===== src/rtl/imem_dmem_arbiter.sv =====
// imem_dmem_arbiter: single-port memory sequencer, data access beats fetch, flushed fetches return NOP
module imem_dmem_arbiter #(
    parameter logic [31:0] NOP_INSTR = 32'hE000_0000,
    parameter int          CNT_W     = 16
) (
    input  logic             clk,
    input  logic             rst,
    input  logic             i_if_req,
    input  logic [31:0]      i_if_addr,
    input  logic             i_flush,
    output logic [31:0]      o_if_instr,
    output logic             o_if_ready,
    input  logic             i_dm_rd,
    input  logic             i_dm_wr,
    input  logic [31:0]      i_dm_addr,
    input  logic [31:0]      i_dm_wdata,
    output logic [31:0]      o_dm_rdata,
    output logic             o_dm_done,
    output logic             o_mem_req,
    output logic             o_mem_we,
    output logic [31:0]      o_mem_addr,
    output logic [31:0]      o_mem_wdata,
    input  logic [31:0]      i_mem_rdata,
    input  logic             i_mem_ack,
    output logic [CNT_W-1:0] o_stall_cycles
);
    localparam logic [2:0] IDLE  = 3'd0;
    localparam logic [2:0] DATA  = 3'd1;
    localparam logic [2:0] DDONE = 3'd2;
    localparam logic [2:0] FETCH = 3'd3;
    localparam logic [2:0] FDONE = 3'd4;
    logic [2:0] r_state;
    logic       r_drop;
    logic       w_dm;
    logic       w_stall;
    assign w_dm    = i_dm_rd | i_dm_wr;
    assign w_stall = (w_dm & ~o_dm_done) | (i_if_req & ~o_if_ready);
    always_ff @(posedge clk or posedge rst) begin
        if (rst) begin
            r_state        <= IDLE;
            r_drop         <= 1'b0;
            o_mem_req      <= 1'b0;
            o_mem_we       <= 1'b0;
            o_mem_addr     <= '0;
            o_mem_wdata    <= '0;
            o_if_ready     <= 1'b0;
            o_if_instr     <= NOP_INSTR;
            o_dm_done      <= 1'b0;
            o_dm_rdata     <= '0;
            o_stall_cycles <= '0;
        end else begin
            if (w_stall && !(&o_stall_cycles))
                o_stall_cycles <= o_stall_cycles + CNT_W'(1);
            case (r_state)
                IDLE: begin
                    if (w_dm) begin
                        r_state     <= DATA;
                        o_mem_req   <= 1'b1;
                        o_mem_we    <= i_dm_wr;
                        o_mem_addr  <= i_dm_addr;
                        o_mem_wdata <= i_dm_wdata;
                    end else if (i_if_req) begin
                        r_state    <= FETCH;
                        o_mem_req  <= 1'b1;
                        o_mem_we   <= 1'b0;
                        o_mem_addr <= i_if_addr;
                        r_drop     <= i_flush;
                    end
                end
                DATA: begin
                    if (i_mem_ack) begin
                        r_state   <= DDONE;
                        o_mem_req <= 1'b0;
                        o_dm_done <= 1'b1;
                        if (!o_mem_we)
                            o_dm_rdata <= i_mem_rdata;
                    end
                end
                DDONE: begin
                    r_state   <= IDLE;
                    o_dm_done <= 1'b0;
                end
                FETCH: begin
                    if (i_mem_ack) begin
                        r_state    <= FDONE;
                        o_mem_req  <= 1'b0;
                        o_if_ready <= 1'b1;
                        o_if_instr <= (r_drop | i_flush) ? NOP_INSTR : i_mem_rdata;
                        r_drop     <= 1'b0;
                    end else if (i_flush) begin
                        r_drop <= 1'b1;
                    end
                end
                FDONE: begin
                    r_state    <= IDLE;
                    o_if_ready <= 1'b0;
                end
                default: r_state <= IDLE;
            endcase
        end
    end
endmodule


===== config.mk =====
export PLATFORM = sky130hd
export DESIGN_NAME = imem_dmem_arbiter
export DESIGN_NICKNAME = d
export VERILOG_FILES = /design/src/rtl/imem_dmem_arbiter.sv
export SDC_FILE = /design/constraint.sdc
export NUM_CORES = 1
export LEC_CHECK = 0
export ABC_AREA = 0
export CAP_MARGIN = 20
export CORE_ASPECT_RATIO = 0.7
export CORE_MARGIN = 3
export CORE_UTILIZATION = 42
export CTS_CLUSTER_SIZE = 24
export DETAILED_ROUTE_END_ITERATION = 7
export DONT_BUFFER_PORTS = 1
export MAX_ROUTING_LAYER = met4
export PLACE_DENSITY = 0.58
export SYNTH_ARGS = -nofsm -noshare
export SYNTH_HDL_FRONTEND = slang
export SYNTH_SLANG_ARGS = --single-unit

===== constraint.sdc =====
create_clock -name clk -period 9 [get_ports clk]
set_clock_uncertainty 0.1 [all_clocks]
set_input_delay 1.35 -clock clk [delete_from_list [all_inputs] [get_ports clk]]
set_output_delay 1.35 -clock clk [all_outputs]
set_load 0.01 [all_outputs]

**Word-level counts from Yosys, hierarchy flattened**

Index checks and enable logic that the tools add are counted.

- Word-level logic and storage cells: 72
- Register bits: 152
- Output and inout port bits: 148

- Reduce and logical (&&, ||, !) cells: 19
- Bitwise logic cells: 8
- Add/subtract/negate cells: 1
- Mux-type cells: 22
- Eq/ne operators: 11

Operator list:

| kind | number |
|---|---|
| 32-bit 2-to-1 mux | 3 |
| 16-bit by 1-bit adder with 16-bit output, second input constant | 1 |
| 16-bit AND reduction | 1 |
| 3-bit 2-to-1 mux | 4 |
| 1-bit 2-to-1 mux | 10 |
| 2-bit AND reduction | 5 |
| 2-bit nonzero test | 5 |
| 3-bit case mux with 3 select lines | 1 |
| 3-bit AND reduction | 3 |
| 2-bit != test, second input constant | 4 |
| 1-bit case mux with 2 select lines | 4 |
| 3-bit by 2-bit == test with 1-bit output, second input constant | 2 |
| 3-bit != test, second input constant | 2 |
| 4-bit AND reduction | 1 |
| 3-bit by 1-bit == test with 1-bit output, second input constant | 1 |
| 3-bit == test, second input constant | 1 |
| 3-bit logical NOT | 1 |
| 1-bit inverter | 3 |
| 1-bit bitwise OR | 3 |
| 1-bit AND | 2 |
| 2-bit by 1-bit != test with 1-bit output, second input constant | 1 |
| 2-bit OR reduction | 1 |
| 1-bit logical AND | 1 |
| 1-bit logical NOT | 1 |

**Longest topological paths before layout**

Gate-level depths: netlist of the first run.

- Depth in word-level cells: 4
- Gate-level depth with buffers: 7
- Depth with buffers taken out: 5

**Worst setup path after synthesis of the first run**

Ideal clock, no wire load.

- Path kind: in2reg
- Start: input port i_dm_wr
- End: register o_stall_cycles[7]
- Slack: 6.435 ns
- Data arrival time: 2.327 ns
- Setup time: 0.138 ns
- Cell stages on the path: 5
- Cells stage by stage: nor2_2 -> a2bb2oi_2 -> buf_2 -> nor4_1 -> xor2_1

- Word-level cells in the longest chain between the ends: 4

Ends and longest elaborated chain:

| what | RTL line | RTL |
|---|---|---|
| from (decl) | 14 | `input logic i_dm_wr,` |
| 1-bit bitwise OR | 36 | `assign w_dm = i_dm_rd \| i_dm_wr;` |
| 1-bit AND | 37 | `assign w_stall = (w_dm & ~o_dm_done) \| (i_if_req & ~o_if_ready);` |
| 1-bit bitwise OR | 37 |  |
| 1-bit logical AND | 52 | `if (w_stall && !(&o_stall_cycles))` |
| to (signal assigned) | 53 | `o_stall_cycles <= o_stall_cycles + CNT_W'(1);` |
| to (decl) | 25 | `output logic [CNT_W-1:0] o_stall_cycles` |

No other way between the ends.
A chain may end at the register's enable or synchronous reset.

**Worst setup path in the final report of the first run**

- Start: input port i_dm_wr
- End: register o_stall_cycles[1]

Same word-level chain as after synthesis.

==> results_tabular.tex, run 1 <==
\begin{tabular}{lr}
\hline
Metric & Value \\
\hline
\multicolumn{2}{l}{\textbf{Logic synthesis}} \\
Synth top area share & between 50\% and 60\% \\
Synthesized Nets & $\sim$670 \\
Gate Count Post-Synth & approximately 530 \\
Flip-flop and latch count after synthesis & about 150 \\
Top cells by area in the synthesized netlist & sky130\_fd\_sc\_hd\_\_dfrtp\_1, sky130\_fd\_sc\_hd\_\_mux2\_2, sky130\_fd\_sc\_hd\_\_mux2i\_1 \\
Unique cell type count in the Yosys netlist & 39 \\
Sequential area share after synthesis & 60.0\% \\
Total of warnings raised by yosys & 0 \\
Mean instance size in the synthesized netlist & 11.9 um\^{}2 \\
Biggest area consumer among synthesized cells & sky130\_fd\_sc\_hd\_\_dfrtp\_1 \\
Post-synthesis instance area & approximately 0.0063 mm\^{}2 \\
\multicolumn{2}{l}{\textbf{Hold path}} \\
Class of the worst hold path & register to register \\
\multicolumn{2}{l}{\textbf{STA}} \\
Share of the clock period used by the worst path & roughly 31\% \\
Relative max-transition margin & about a third \\
Hold Fails Final Rpt & 0 \\
Setup-failing EPs final & 0 \\
WHS & $\sim$0.42 ns \\
Max Transition Viols Final & 0 \\
Total negative setup slack & 0 ns \\
Achievable Freq & 356 MHz \\
Final worst path period need & between 2 and 3 ns \\
Slew of the pin with the lowest slew margin & 1.01 ns \\
RSZ-0062 raised after global routing & false \\
\multicolumn{2}{l}{\textbf{Clocking}} \\
Count of cells resized by post-cts repair & 0 \\
Post-CTS Setup Repair Bufs & 0 \\
H-Tree Depth & 4 \\
Clock tree from TritonCTS & built \\
Reg clk slew, reported paths & 0.06 ns \\
Post-cts hold buffer count & 0 \\
CTS root buf & sky130\_fd\_sc\_hd\_\_clkbuf\_16 \\
Buffer levels on the longest clock path & 2 \\
Total number of clock tree sinks & between 150 and 200 \\
Clock Latency Late Sink & about 0.41 ns \\
Number of CTS-inserted buffers & 17 \\
\multicolumn{2}{l}{\textbf{Place}} \\
Number of buffers inserted by port buffering & 0 \\
Routability congestion estimate from global placement & 0.790 \\
Total instance count after detailed placement & about 700 \\
Standard cell area after detailed placement & roughly 0.0065 mm\^{}2 \\
Detailed placement HPWL & about 11 mm \\
\multicolumn{2}{l}{\textbf{Route}} \\
Count of TritonRoute iterations in the first routing pass & 4 \\
DR vias & between 3,000 and 4,000 \\
Antenna Nets Post-Route & 0 \\
Vias per Instance & 5.43 \\
Number of remaining DRC errors & 0 \\
Average detailed-routed wire length per instance & about 21 um \\
Count of routing violations after the opening detailed-route iteration & 228 \\
Total wirelength of the detailed-routed design & 15.6 mm \\
\multicolumn{2}{l}{\textbf{Critical path}} \\
Crit. End Element & register \\
Worst endpoint required time & 9.19 ns \\
Worst endpoint data arrival time & 3.01 ns \\
Max Fanout on Critical Path & 35 \\
Crit Path Class & input pin to register \\
Category of the worst setup path launch point & input pin \\
\multicolumn{2}{l}{\textbf{Cells and area}} \\
Footprint of the multi-input gates & 0.00237 mm\^{}2 \\
Fill cells & 1,247 \\
Final cell count without fillers & 736 \\
End-of-flow core utilization & about half \\
Finished layout cell area & just over 0.007 mm\^{}2 \\
Nets@finish & around 660 \\
Area delta synth->final & 12.1\% \\
Sequential standard cell area & 0.00381 mm\^{}2 \\
Share of post-route cells with drive strength above 1 & between 20\% and 30\% \\
\multicolumn{2}{l}{\textbf{Power}} \\
Part of the total power dissipated in the clock network & about a quarter \\
Int Power & about 1.7 mW \\
Sequential cell fraction of total power & about 52\% \\
Worst IR Drop VDD & roughly 0.23 mV \\
Combinational cell fraction of total power & a little under a quarter \\
Switching part of the total & approximately two fifths \\
Switching power & 1.08 mW \\
Lkg Pwr & approximately 3 nW \\
Total power density per cell area & 394 mW/mm\^{}2 \\
\multicolumn{2}{l}{\textbf{Die}} \\
Number of cell rows & 36 \\
I/O pin count & 283 \\
Area of the core & about 0.014 mm\^{}2 \\
Die footprint & 0.0167 mm\^{}2 \\
Starting utilization of the core area & between 40\% and 50\% \\
Horizontal die dimension & 153 um \\
Die span in y & about 110 um \\
\multicolumn{2}{l}{\textbf{GRT}} \\
Global-route total usage across every layer & about a fifth \\
Global-route wire length before repair & around 24 mm \\
Number of global-route vias before repair & $\sim$4,200 \\
Global route overflow & 0 \\
Largest net degree at the start of global routing & 84 \\
Number of antenna violations at the first check in global routing & 5 \\
\multicolumn{2}{l}{\textbf{Status}} \\
Status & finished clean \\
\multicolumn{2}{l}{\textbf{Flow run}} \\
Total of max-cap violations & 0 \\
\hline
\end{tabular}
[synthesized netlist by cell type, drive strengths merged]
cell       n
o21ai     38
nor3b      2
nor4       9
ha         1
a31oi      2
o22a       1
and2       1
and3       3
nand3      4
and3b      1
nand2     70
a2bb2oi    2
a32oi      1
mux2      66
o31a       1
nor3      12
xor2      16
nand4      6
dfstp      3
mux2i     32
clkbuf     5
o21bai     1
dfrtp    149
a21oi     32
inv        7
nand3b     1
buf       24
nor2      39
and4       2
or2        1
[area by class of cell]
cell class	count	share of cell area, %
clock buffers	18	6.17
well taps	190	3.34
flip-flops and latches	152	53.5
inverters	7	0.440
clock inverters	14	1.93
multi-input cells	344	33.3
diodes	5	0.176
repair buffers	6	1.09
[cells by family after synthesis]
group / after synthesis / share of synthesized area (%)
AO/OA/AOI/OAI: 78 / 6.62
XOR/XNOR: 16 / 2.21
adder cells (fa/ha/maj): 1 / 0.197
buffers and inverters: 36 / 2.90
flip-flops: 152 / 60.0
multiplexers: 98 / 16.8
AND/OR/NAND/NOR: 151 / 11.3
[per-layer routing]
metal  track usage (%)  up-vias  part of all wire (%)
li1                  -     1841                     -
met1              22.0     1958                    41
met2              29.6      170                    48
met3              8.37       26                   9.2
met4              6.80        0                   1.7
met5                 -        -                     0
[sequential cells by signal (all words and copies together) (netlist names)]
signal / cells
o_dm_rdata: 32
o_mem_we: 1
o_stall_cycles: 16
o_dm_done: 1
o_mem_wdata: 32
o_if_ready: 1
o_if_instr: 32
o_mem_addr: 32
r_state: 3
r_drop: 1
o_mem_req: 1
[critical path, cell delays in order]
cell	delay, ns
sky130_fd_sc_hd__nor2_4	0.08
sky130_fd_sc_hd__buf_4	0.47
sky130_fd_sc_hd__a2bb2oi_2	0.62
sky130_fd_sc_hd__nor2_2	0.13
sky130_fd_sc_hd__mux2_4	0.32
[final timing paths]
check,cells past startpoint,slack (ns),from,end
worst min-delay path,2,0.42,o_if_instr[31]$_DFFE_PP1P_,o_if_instr[31]$_DFFE_PP1P_
max in group asynchronous,3,6.84,rst,o_if_instr[31]$_DFFE_PP1P_
min in group asynchronous,1,0.77,rst,o_mem_wdata[0]$_DFFE_PP0P_
worst min register to register,2,0.42,o_if_instr[31]$_DFFE_PP1P_,o_if_instr[31]$_DFFE_PP1P_
worst max register to register,3,6.68,r_state[1]$_DFFE_PP0P_,o_dm_rdata[7]$_DFFE_PP0P_
worst max-delay path,5,6.19,i_dm_wr,o_stall_cycles[1]$_DFFE_PP0P_
[power groups by stage]
stage / Clock (mW) / Combinational (mW) / Sequential (mW)
after floorplan: 0 / 0.558 / 1.35
after global placement: 0 / 0.594 / 1.48
after detailed placement: 0 / 0.631 / 1.49
after CTS: 0.716 / 0.628 / 1.48
after global routing: 0.749 / 0.711 / 1.51
final: 0.701 / 0.632 / 1.47
[placed cells by master, fill, tap and decap left out, types with 2 or more instances in the layout]
master,instances
sky130_fd_sc_hd__a21oi_1,32
sky130_fd_sc_hd__a31oi_1,2
sky130_fd_sc_hd__and3_1,3
sky130_fd_sc_hd__and4_1,2
sky130_fd_sc_hd__buf_4,4
sky130_fd_sc_hd__clkbuf_16,17
sky130_fd_sc_hd__clkinv_2,2
sky130_fd_sc_hd__clkinvlp_4,3
sky130_fd_sc_hd__dfrtp_1,149
sky130_fd_sc_hd__dfstp_2,3
sky130_fd_sc_hd__diode_2,5
sky130_fd_sc_hd__inv_1,6
sky130_fd_sc_hd__inv_6,6
sky130_fd_sc_hd__inv_8,2
sky130_fd_sc_hd__mux2_2,65
sky130_fd_sc_hd__mux2i_1,32
sky130_fd_sc_hd__nand2_1,69
sky130_fd_sc_hd__nand3_1,3
sky130_fd_sc_hd__nand4_1,4
sky130_fd_sc_hd__nand4_2,2
sky130_fd_sc_hd__nor2_1,36
sky130_fd_sc_hd__nor2_2,2
sky130_fd_sc_hd__nor3_1,12
sky130_fd_sc_hd__nor3b_1,2
sky130_fd_sc_hd__nor4_1,6
sky130_fd_sc_hd__nor4_2,2
sky130_fd_sc_hd__o21ai_0,37
sky130_fd_sc_hd__xor2_1,16
[stage by stage]
stage	power, mW	setup WS, ns
after floorplan	1.90	3.46
after global placement	2.07	5.84
after detailed placement	2.12	5.78
after CTS	2.82	6.23
after global routing	2.97	6.07
final	2.80	6.19
Note: power is estimated with default switching activity, not from simulation.
==> inputs of run 2 (changes only) <==
==> constraint.sdc (replaced) <==
create_clock -name clk -period 2.7 [get_ports clk]
set_clock_uncertainty 0.1 [all_clocks]
set_input_delay 0.405 -clock clk [delete_from_list [all_inputs] [get_ports clk]]
set_output_delay 0.405 -clock clk [all_outputs]
set_load 0.01 [all_outputs]
==> run 2 against run 1 <==
Compared with the run above:
- sequential cell count unchanged
- clock-buffer cell count down 1
- sequential share of layout area down 0.33 points
- first-iteration DRC count down 21%
- register-to-register slack worse by 6.0 ns
- combinational power rose to 3.3 times the previous value
- global-route usage up 0.19 points
- setup slack worse by 5.5 ns
- sequential power rose to 3.3 times the previous value
- highest routed layer unchanged
- cell count up 0.14%
- critical path type is now register to register
- clock power rose to 3.5 times the previous value
==> results_tabular.tex, run 2 (synthesized netlist as in run 1, its figures left out) <==
\begin{tabular}{lr}
\hline
Metric & Value \\
\hline
\multicolumn{2}{l}{\textbf{STA}} \\
Share of the clock period used by the worst path & between 70\% and 80\% \\
Post-route worst setup slack & 0.678 ns (was 6.19 ns) \\
Relative max-transition margin & 47.6\% (was 32.7\%) \\
Total negative setup slack & 0 ns (unchanged) \\
Final worst path period need & 2.02 ns \\
RSZ-0062 raised after global routing & false (unchanged) \\
Max Transition Viols Final & 0 (unchanged) \\
Slew of the pin with the lowest slew margin & 0.785 ns (was 1.01 ns) \\
Setup-failing EPs final & 0 (unchanged) \\
Achievable Freq & $\sim$490 MHz \\
Hold Fails Final Rpt & 0 (unchanged) \\
\multicolumn{2}{l}{\textbf{Clocking}} \\
CTS root buf & sky130\_fd\_sc\_hd\_\_clkbuf\_16 (unchanged) \\
Number of CTS-inserted buffers & 17 (unchanged) \\
Total number of clock tree sinks & 152 (unchanged) \\
Reg clk slew, reported paths & 0.07 ns (was 0.06 ns) \\
Clock tree from TritonCTS & built (unchanged) \\
Clock Latency Late Sink & 0.42 ns (was 0.41 ns) \\
H-Tree Depth & 4 (unchanged) \\
Post-CTS Setup Repair Bufs & 0 (unchanged) \\
Buffer levels on the longest clock path & 2 (unchanged) \\
\multicolumn{2}{l}{\textbf{Critical path}} \\
Crit path max-delay family & simple AND/OR/NAND/NOR gates (was compound AO/OA/AOI/OAI gates) \\
Reg-to-reg critical path endpoint & o\_stall\_cycles[1]\$\_DFFE\_PP0P\_ (was o\_dm\_rdata[7]\$\_DFFE\_PP0P\_) \\
Slowest cell on the critical path & sky130\_fd\_sc\_hd\_\_dfrtp\_1 (was sky130\_fd\_sc\_hd\_\_a2bb2oi\_2) \\
Worst endpoint required time & 2.89 ns (was 9.19 ns) \\
Worst endpoint data arrival time & 2.22 ns (was 3.01 ns) \\
Slack of the worst reg-to-reg path & 0.68 ns (was 6.68 ns) \\
Crit Path Class & register to register (was input pin to register) \\
Category of the worst setup path launch point & register (was input pin) \\
Max Fanout on Critical Path & 7 (was 35) \\
Maximum cell stage delay along the critical path & 0.50 ns (was 0.62 ns) \\
Depth of the worst register-to-register path & 5 (was 3) \\
Crit. End Element & register (unchanged) \\
Critical path origin & o\_stall\_cycles[0]\$\_DFFE\_PP0P\_ (was i\_dm\_wr) \\
Critical R2R Launch & o\_stall\_cycles[0]\$\_DFFE\_PP0P\_ (was r\_state[1]\$\_DFFE\_PP0P\_) \\
Ordered cell list for the critical path & ha\_1 -> nand4\_2 -> nor4\_4 -> nor2\_2 -> mux2\_4 (was nor2\_4 -> buf\_4 -> a2bb2oi\_2 -> nor2\_2 -> mux2\_4) \\
Buffers plus inverters on the worst setup path & 0 (was 1) \\
\multicolumn{2}{l}{\textbf{Route}} \\
Total wirelength of the detailed-routed design & 15.4 mm (was 15.6 mm) \\
Count of routing violations after the opening detailed-route iteration & 181 (was 228) \\
Average detailed-routed wire length per instance & 20.9 um (was 21.3 um) \\
Antenna Nets Post-Route & 0 (unchanged) \\
DR vias & 3,950 (was 3,995) \\
Vias per Instance & 5.36 (was 5.43) \\
Count of TritonRoute iterations in the first routing pass & 4 (unchanged) \\
Number of remaining DRC errors & 0 (unchanged) \\
\multicolumn{2}{l}{\textbf{Status}} \\
Status & finished clean (unchanged) \\
\multicolumn{2}{l}{\textbf{Cells and area}} \\
Footprint of the multi-input gates & 0.00237 mm\^{}2 (unchanged) \\
Fill cells & 1,228 (was 1,247) \\
Sequential standard cell area & 0.00381 mm\^{}2 (unchanged) \\
Area delta synth->final & 12.8\% (was 12.1\%) \\
Leading cell type in the layout, fill and taps excluded & sky130\_fd\_sc\_hd\_\_dfrtp\_1 (unchanged) \\
End-of-flow core utilization & 50.0\% (was 49.7\%) \\
Share of post-route cells with drive strength above 1 & 22.8\% (was 22.7\%) \\
Nets@finish & 667 (was 664) \\
Commonest non-fill, non-tap cells in the layout & sky130\_fd\_sc\_hd\_\_dfrtp\_1, sky130\_fd\_sc\_hd\_\_nand2\_1, sky130\_fd\_sc\_hd\_\_mux2\_2 (unchanged) \\
\multicolumn{2}{l}{\textbf{GRT}} \\
Largest net degree at the start of global routing & 153 (was 84) \\
Number of antenna violations at the first check in global routing & 3 (was 5) \\
Global-route total usage across every layer & 19.1\% (was 18.9\%) \\
Global-route wire length before repair & 24.0 mm (was 23.8 mm) \\
Global route overflow & 0 (unchanged) \\
Number of global-route vias before repair & 4,162 (was 4,199) \\
\multicolumn{2}{l}{\textbf{Place}} \\
Number of buffers inserted by port buffering & 0 (unchanged) \\
Detailed placement HPWL & 11.6 mm (was 11.5 mm) \\
Worst-case setup slack after placement & 0.679 ns (was 5.78 ns) \\
Routability congestion estimate from global placement & 0.809 (was 0.790) \\
\multicolumn{2}{l}{\textbf{Power}} \\
Lkg Pwr & 3.03 nW (was 3.01 nW) \\
Worst IR Drop VDD & 0.734 mV (was 0.233 mV) \\
Total power density per cell area & 1310 mW/mm\^{}2 (was 394 mW/mm\^{}2) \\
\multicolumn{2}{l}{\textbf{Hold path}} \\
Class of the worst hold path & input pin to async pin (was register to register) \\
\multicolumn{2}{l}{\textbf{Die}} \\
Number of cell rows & 36 (unchanged) \\
Die footprint & 0.0167 mm\^{}2 (unchanged) \\
Die span in y & 109 um (unchanged) \\
Starting utilization of the core area & 44.3\% (unchanged) \\
Horizontal die dimension & 153 um (unchanged) \\
I/O pin count & 283 (unchanged) \\
Area of the core & 0.0143 mm\^{}2 (unchanged) \\
\multicolumn{2}{l}{\textbf{Flow run}} \\
Total of max-cap violations & 0 (unchanged) \\
\hline
\end{tabular}
## run 2: cell types whose count changed in the layout (fill, tap and decap cells not counted)
| cell | before | now |
|---|---|---|
| sky130_fd_sc_hd__buf_4 | 4 | 5 |
| sky130_fd_sc_hd__buf_16 | 1 | 0 |
| sky130_fd_sc_hd__buf_12 | 1 | 2 |
| sky130_fd_sc_hd__clkinv_4 | 1 | 3 |
| sky130_fd_sc_hd__bufinv_16 | 1 | 2 |
| sky130_fd_sc_hd__diode_2 | 5 | 3 |
| sky130_fd_sc_hd__inv_8 | 2 | 4 |
| sky130_fd_sc_hd__clkbuf_8 | 1 | 0 |
| sky130_fd_sc_hd__inv_6 | 6 | 4 |
| sky130_fd_sc_hd__dlygate4sd3_1 | 0 | 2 |
| sky130_fd_sc_hd__clkinv_2 | 2 | 0 |
## run 2: what timing repair did
item | in CTS | in global routing
hold endpoints to repair | 2 | 0
gates resized for setup | 0 | 0
hold buffers | 2 | 0
## run 2: area by class of cell
type | instances | area share (%)
Clock buffer | 17 | 5.94
Tap cell | 190 | 3.32
Multi-Input combinational cell | 344 | 33.1
Timing Repair Buffer | 9 | 1.36
Inverter | 7 | 0.419
Sequential cell | 152 | 53.2
Clock inverter | 15 | 2.53
Antenna cell | 3 | 0.105
## run 2: routing by layer
metal,wire [um],vias up,GRT usage (%)
met5,0,-,-
met4,212,0,5.21
met3,1670,14,9.20
met2,7960,172,31.8
met1,5570,1920,20.9
li1,-,1844,-
## run 2: per-stage QoR
stage / power [mW] / hold slack [ns] / area (um^2) / instances
after floorplan: 6.35 / 0.385 / 6350 / 532
final: 9.38 / 0.00382 / 7160 / 737
after global routing: 9.99 / 0.00139 / 7160 / 737
after detailed placement: 7.08 / 0.409 / 6530 / 700
after global placement: 6.92 / 0.407 / 6530 / 700
after CTS: 9.53 / 0.00218 / 7150 / 734
## run 2: how the worst max path moves through the flow
| stage | slack [ns] | to | depth (start not counted) |
|---|---|---|---|
| 3_5_place_dp | 0.68 | o_stall_cycles[1]$_DFFE_PP0P_ | 5 |
| 3_3_place_gp | 0.75 | o_stall_cycles[1]$_DFFE_PP0P_ | 5 |
| 5_1_grt | 0.54 | o_if_instr[4]$_DFFE_PP0P_ | 5 |
| 6_report | 0.68 | o_stall_cycles[1]$_DFFE_PP0P_ | 5 |
| 4_1_cts | 0.67 | o_stall_cycles[1]$_DFFE_PP0P_ | 5 |
| 2_1_floorplan | 0.28 | o_dm_done$_DFFE_PP0P_ | 1 |
## run 2: where the power goes
| group | internal (mW) | leakage (nW) | total [mW] | switching [mW] |
|---|---|---|---|---|
| registers | 3.36 | 1.79 | 4.87 | 1.51 |
| clock network | 1.40 | 0.293 | 2.42 | 1.01 |
| logic | 1.05 | 0.940 | 2.09 | 1.04 |
| total | 5.81 | 3.03 | 9.38 | 3.57 |
